**src/rtl/nibble_serial_adder.sv**
```systemverilog
// Multi-cycle WIDTH-bit adder/subtractor that reuses one 4-bit carry-lookahead
// slice, one nibble per clock, LSB first, with valid/ready on both ends.

module Cla4 (
    input  logic [3:0] x_i,
    input  logic [3:0] y_i,
    input  logic       cin_i,
    output logic [3:0] s_o,
    output logic       cout_o
);
    logic [3:0] gen;
    logic [3:0] prop;
    logic [4:0] carry;

    // All carries are flattened from generate/propagate so the slice depth
    // does not grow with the ripple position.
    always_comb begin
        gen      = x_i & y_i;
        prop     = x_i ^ y_i;
        carry[0] = cin_i;
        carry[1] = gen[0] | (prop[0] & carry[0]);
        carry[2] = gen[1] | (prop[1] & gen[0]) | (prop[1] & prop[0] & carry[0]);
        carry[3] = gen[2] | (prop[2] & gen[1]) | (prop[2] & prop[1] & gen[0])
                 | (prop[2] & prop[1] & prop[0] & carry[0]);
        carry[4] = gen[3] | (prop[3] & gen[2]) | (prop[3] & prop[2] & gen[1])
                 | (prop[3] & prop[2] & prop[1] & gen[0]) | ((&prop) & carry[0]);
        s_o      = prop ^ carry[3:0];
        cout_o   = carry[4];
    end
endmodule

module nibble_serial_adder #(
    parameter int WIDTH = 32
) (
    input  logic             clk,
    input  logic             rst,
    input  logic             start_valid_i,
    output logic             start_ready_o,
    input  logic [WIDTH-1:0] a_i,
    input  logic [WIDTH-1:0] b_i,
    input  logic             sub_i,
    output logic             done_valid_o,
    input  logic             done_ready_i,
    output logic [WIDTH-1:0] result_o,
    output logic             carry_out_o,
    output logic             overflow_o
);
    localparam int N  = WIDTH / 4;
    localparam int KW = (N > 1) ? $clog2(N) : 1;
    localparam logic [KW-1:0] LAST_K = KW'(N - 1);

    typedef enum logic [1:0] {IDLE, RUN, DONE} state_t;

    state_t           state_q, state_d;
    logic [KW-1:0]    k_q, k_d;
    logic [WIDTH-1:0] opA_q, opA_d;
    logic [WIDTH-1:0] opB_q, opB_d;
    logic             subOp_q, subOp_d;
    logic             carry_q, carry_d;
    logic [WIDTH-1:0] result_q, result_d;
    logic             carryOut_q, carryOut_d;
    logic             overflow_q, overflow_d;

    logic [3:0] sliceX;
    logic [3:0] sliceY;
    logic [3:0] sliceS;
    logic       sliceCout;

    // Subtraction is A + ~B + 1: invert B per nibble and seed the carry with sub.
    always_comb begin
        sliceX = opA_q[4*k_q +: 4];
        sliceY = opB_q[4*k_q +: 4] ^ {4{subOp_q}};
    end

    Cla4 u_slice (
        .x_i    (sliceX),
        .y_i    (sliceY),
        .cin_i  (carry_q),
        .s_o    (sliceS),
        .cout_o (sliceCout)
    );

    always_comb begin
        state_d    = state_q;
        k_d        = k_q;
        opA_d      = opA_q;
        opB_d      = opB_q;
        subOp_d    = subOp_q;
        carry_d    = carry_q;
        result_d   = result_q;
        carryOut_d = carryOut_q;
        overflow_d = overflow_q;
        case (state_q)
            IDLE: begin
                if (start_valid_i) begin
                    state_d  = RUN;
                    opA_d    = a_i;
                    opB_d    = b_i;
                    subOp_d  = sub_i;
                    k_d      = '0;
                    result_d = '0;
                    carry_d  = sub_i;
                end
            end
            RUN: begin
                result_d[4*k_q +: 4] = sliceS;
                carry_d              = sliceCout;
                // k holds at the last nibble instead of wrapping; accept clears it.
                if (k_q == LAST_K) begin
                    state_d    = DONE;
                    carryOut_d = sliceCout;
                    overflow_d = (opA_q[WIDTH-1] == (opB_q[WIDTH-1] ^ subOp_q))
                               && (sliceS[3] != opA_q[WIDTH-1]);
                end else begin
                    k_d = k_q + KW'(1);
                end
            end
            DONE: begin
                if (done_ready_i) state_d = IDLE;
            end
            default: state_d = IDLE;
        endcase
    end

    always_ff @(posedge clk or posedge rst) begin
        if (rst) begin
            state_q    <= IDLE;
            k_q        <= '0;
            opA_q      <= '0;
            opB_q      <= '0;
            subOp_q    <= 1'b0;
            carry_q    <= 1'b0;
            result_q   <= '0;
            carryOut_q <= 1'b0;
            overflow_q <= 1'b0;
        end else begin
            state_q    <= state_d;
            k_q        <= k_d;
            opA_q      <= opA_d;
            opB_q      <= opB_d;
            subOp_q    <= subOp_d;
            carry_q    <= carry_d;
            result_q   <= result_d;
            carryOut_q <= carryOut_d;
            overflow_q <= overflow_d;
        end
    end

    assign start_ready_o = (state_q == IDLE);
    assign done_valid_o  = (state_q == DONE);
    assign result_o      = result_q;
    assign carry_out_o   = carryOut_q;
    assign overflow_o    = overflow_q;
endmodule
```
**config.mk**
```make
export PLATFORM = sky130hd
export DESIGN_NAME = nibble_serial_adder
export DESIGN_NICKNAME = d
export VERILOG_FILES = /design/src/rtl/nibble_serial_adder.sv
export SDC_FILE = /design/constraint.sdc
export NUM_CORES = 1
export LEC_CHECK = 0
export BUFFER_PORTS_ARGS = -buffer_cell sky130_fd_sc_hd__buf_2
export CORE_UTILIZATION = 30
export DETAILED_ROUTE_END_ITERATION = 8
export GPL_TIMING_DRIVEN = 0
export HOLD_SLACK_MARGIN = 0.05
export PLACE_DENSITY = 0.52
export SETUP_SLACK_MARGIN = 0.2
export SLEW_MARGIN = 20
export SYNTH_ARGS = -nofsm -noshare
export SYNTH_HDL_FRONTEND = slang
export SYNTH_SLANG_ARGS = --single-unit
```
**constraint.sdc**
```tcl
create_clock -name clk -period 3.9 [get_ports clk]
set_input_delay 0.585 -clock clk [delete_from_list [all_inputs] [get_ports clk]]
set_output_delay 0.585 -clock clk [all_outputs]
set_load 0.01 [all_outputs]
```
==> impl_metrics.env <==
export IMPL_synth_flop_cell="dfrtp_1"
export IMPL_critPathRequiredTime_ns=4.14
export IMPL_worstHoldPathType="in2async"
export IMPL_cts_tree="done"
export IMPL_die_w_um=131
export IMPL_synth_seq_cells=105
export IMPL_final_common_cell="nand2_1"
export IMPL_cts_buffers=9
export IMPL_grt_setup_unrepaired="false"
export IMPL_setup_viol=0
export IMPL_synth_nets=587
export IMPL_cts_sinks=105
export IMPL_start_kind="flop"
export IMPL_clk_latency_ns=0.35
export IMPL_drive_gt1_frac=0.254
export IMPL_placedCellCount=826
export IMPL_async_flop_share=1.00
export IMPL_detailedRoute_firstIterationViolations=156
export IMPL_period_needed_ns=3.35
export IMPL_antenna_found_initial=0
export IMPL_die_y_um=131
export IMPL_utilization=0.380
export IMPL_routedWlPerCell_um=15.0
export IMPL_synth_cell_types=45
export IMPL_routed_wl_mm=12.6
export IMPL_root_buffer="clkbuf_16"
export IMPL_outcome="finished, final reports clean"
export IMPL_syn_inst=505
export IMPL_critPathSlowestCell="mux4_2"
export IMPL_num_nets_final=702
export IMPL_slew_headroom=0.422
export IMPL_finalWorstSetupSlack_ns=0.549
export IMPL_antenna_cells=0
export IMPL_post_dp_hpwl_mm=9.39
export IMPL_endpoint_kind="flop"
export IMPL_ios=105
export IMPL_cp_top_family="compound AO/OA/AOI/OAI gates"
export IMPL_start_util=0.310
export IMPL_peakVddDrop_v=0.000464
export IMPL_design_die_area_um2=17100
export IMPL_cp_cell_sequence="buf_2 -> mux4_2 -> mux2i_1 -> xnor2_1 -> ha_1 -> a21oi_1 -> o21ai_1 -> xor2_1 -> a32o_1"
export IMPL_synth_area_per_cell_um2=9.85
export IMPL_fin_hold_ws_ns=0.266
export IMPL_synth_edff_count=0
export IMPL_firstDrtPassIters=4
export IMPL_grt_pass1_vias=4135
export IMPL_clk_path_buf_depth=2
export IMPL_cp_arrival_ns=3.59
export IMPL_vias=3816
export IMPL_synthToLayoutAreaGrowth_pct=22.8
export IMPL_worstSetupPathType="reg2reg"
export IMPL_design_core_area_um2=16100
export IMPL_finalCritPeriodShare=0.859
export IMPL_grt_use_total=0.162
export IMPL_std_cell_rows=46
export IMPL_cap_violations=0
export IMPL_finalHoldViolations=0
export IMPL_yosysSeqAreaShare=0.528
export IMPL_htreeDepth=3
export IMPL_r2r_start="k_q[0]"
export IMPL_viasPerCell=4.55
export IMPL_placed_cell_area_um2=5800
export IMPL_globalRouteMet1Util=0.209
export IMPL_tightest_slew_ns=0.866
export IMPL_stdcell_count=838
export IMPL_r2r_slack_ns=0.55
export IMPL_rr_endpoint="result_o[15]"
export IMPL_grt_max_degree=60
export IMPL_p_leak_nw=3.14
export IMPL_port_buffers=104
export IMPL_final_max_slew_viol_count=0
export IMPL_rr_worst_depth=9
export IMPL_p_per_area_nw_per_um2=970
export IMPL_critPathBufInv=1
export IMPL_met2_usage=0.268
export IMPL_grt_remaining_overflow=0
export IMPL_grt_busiest_layer="met2"
export IMPL_drc_errors=0
export IMPL_path_max_fanout=10
export IMPL_tns_ns=0
export IMPL_cp_slowest_stage_delay_ns=0.57
export IMPL_fin_worst_skew_ns=0.00672
export IMPL_final_cell_mix="nand2_1, buf_2, dfrtp_1, o21ai_0"
export IMPL_fmax_ghz=0.298
export IMPL_final_area_um2=6110
export IMPL_syn_area_um2=4970
export IMPL_place_congestion=0.738
export IMPL_met3_usage=0.0371
export IMPL_total_power_mw=5.92
export IMPL_final_antenna_net_count=0
export IMPL_cts_hold_buffers=0
export IMPL_post_place_ws_ns=0.196
export IMPL_path_clk_slew_ns=0.07
export IMPL_grt_pass1_wl_mm=20.7
export IMPL_synth_warnings=0
-- flip-flops by register name (all words and copies together), names as in the netlist --
name / flops
overflow_o: 1
carry_q: 1
carry_out_o: 1
subOp_q: 1
opA_q: 32
state_q: 2
k_q: 3
result_o: 32
opB_q: 32
-- area by class of cell --
cell class	count	area, um^2
buffer	26	135
inverter	10	42.5
fill	1652	9950
clock buffer	10	239
tap	216	270
sequential	105	2630
clock inverter	3	67.6
multi-input combinational	363	2180
timing repair buffer	105	548
-- cells in the mapped netlist, drive strengths merged, types with 4 or more instances --
| cell type | number | share of area |
|---|---|---|
| nand2 | 215 | 0.16 |
| dfrtp | 105 | 0.53 |
| o21ai | 24 | 0.027 |
| nand3 | 20 | 0.024 |
| mux4 | 16 | 0.072 |
| clkbuf | 15 | 0.012 |
| buf | 12 | 0.016 |
| ha | 12 | 0.030 |
| inv | 10 | 0.0075 |
| xnor2 | 9 | 0.016 |
| a22o | 8 | 0.014 |
| mux2i | 6 | 0.012 |
| a21oi | 5 | 0.0050 |
| nor3 | 5 | 0.0050 |
| a32o | 4 | 0.0080 |
| nand2b | 4 | 0.0050 |
-- per-layer routing --
metal / share of wire / up-vias
li1: - / 1911
met1: 0.47 / 1797
met2: 0.46 / 96
met3: 0.050 / 12
met4: 0.014 / 0
met5: 0 / -
-- kinds of logic (layout without fill, tap and decap cells) --
| family | after synthesis | count (layout) | share of synthesized area |
|---|---|---|---|
| compound gates | 49 | 49 | 0.0674 |
| xor+xnor | 11 | 11 | 0.0194 |
| fa+ha+maj | 13 | 13 | 0.0342 |
| buf+inv | 37 | 154 | 0.0355 |
| flops | 105 | 105 | 0.528 |
| mux | 22 | 22 | 0.0845 |
| simple gates | 268 | 268 | 0.231 |
-- worst max path at each step --
stage,startpoint,to,cells past startpoint
global route,k_q[0],result_o[15],9
floorplan,rst,carry_out_o,1
finish,k_q[0],result_o[15],9
detailed placement,k_q[1],result_o[11],10
global placement,rst,opB_q[11],2
CTS,k_q[0],result_o[11],9
-- power breakdown --
group / leakage, nW / switching [mW] / internal, mW
Combinational: 1.65 / 1.90 / 1.23
Sequential: 1.35 / 0.274 / 1.57
Clock: 0.147 / 0.383 / 0.569
-- what timing repair did --
action | 4_1_cts | 5_1_grt
endpoints found under the setup margin | 4 | 4
resized for setup | 0 | 1
setup buffers | 0 | 0
Note: power is estimated with default switching activity, not from simulation.
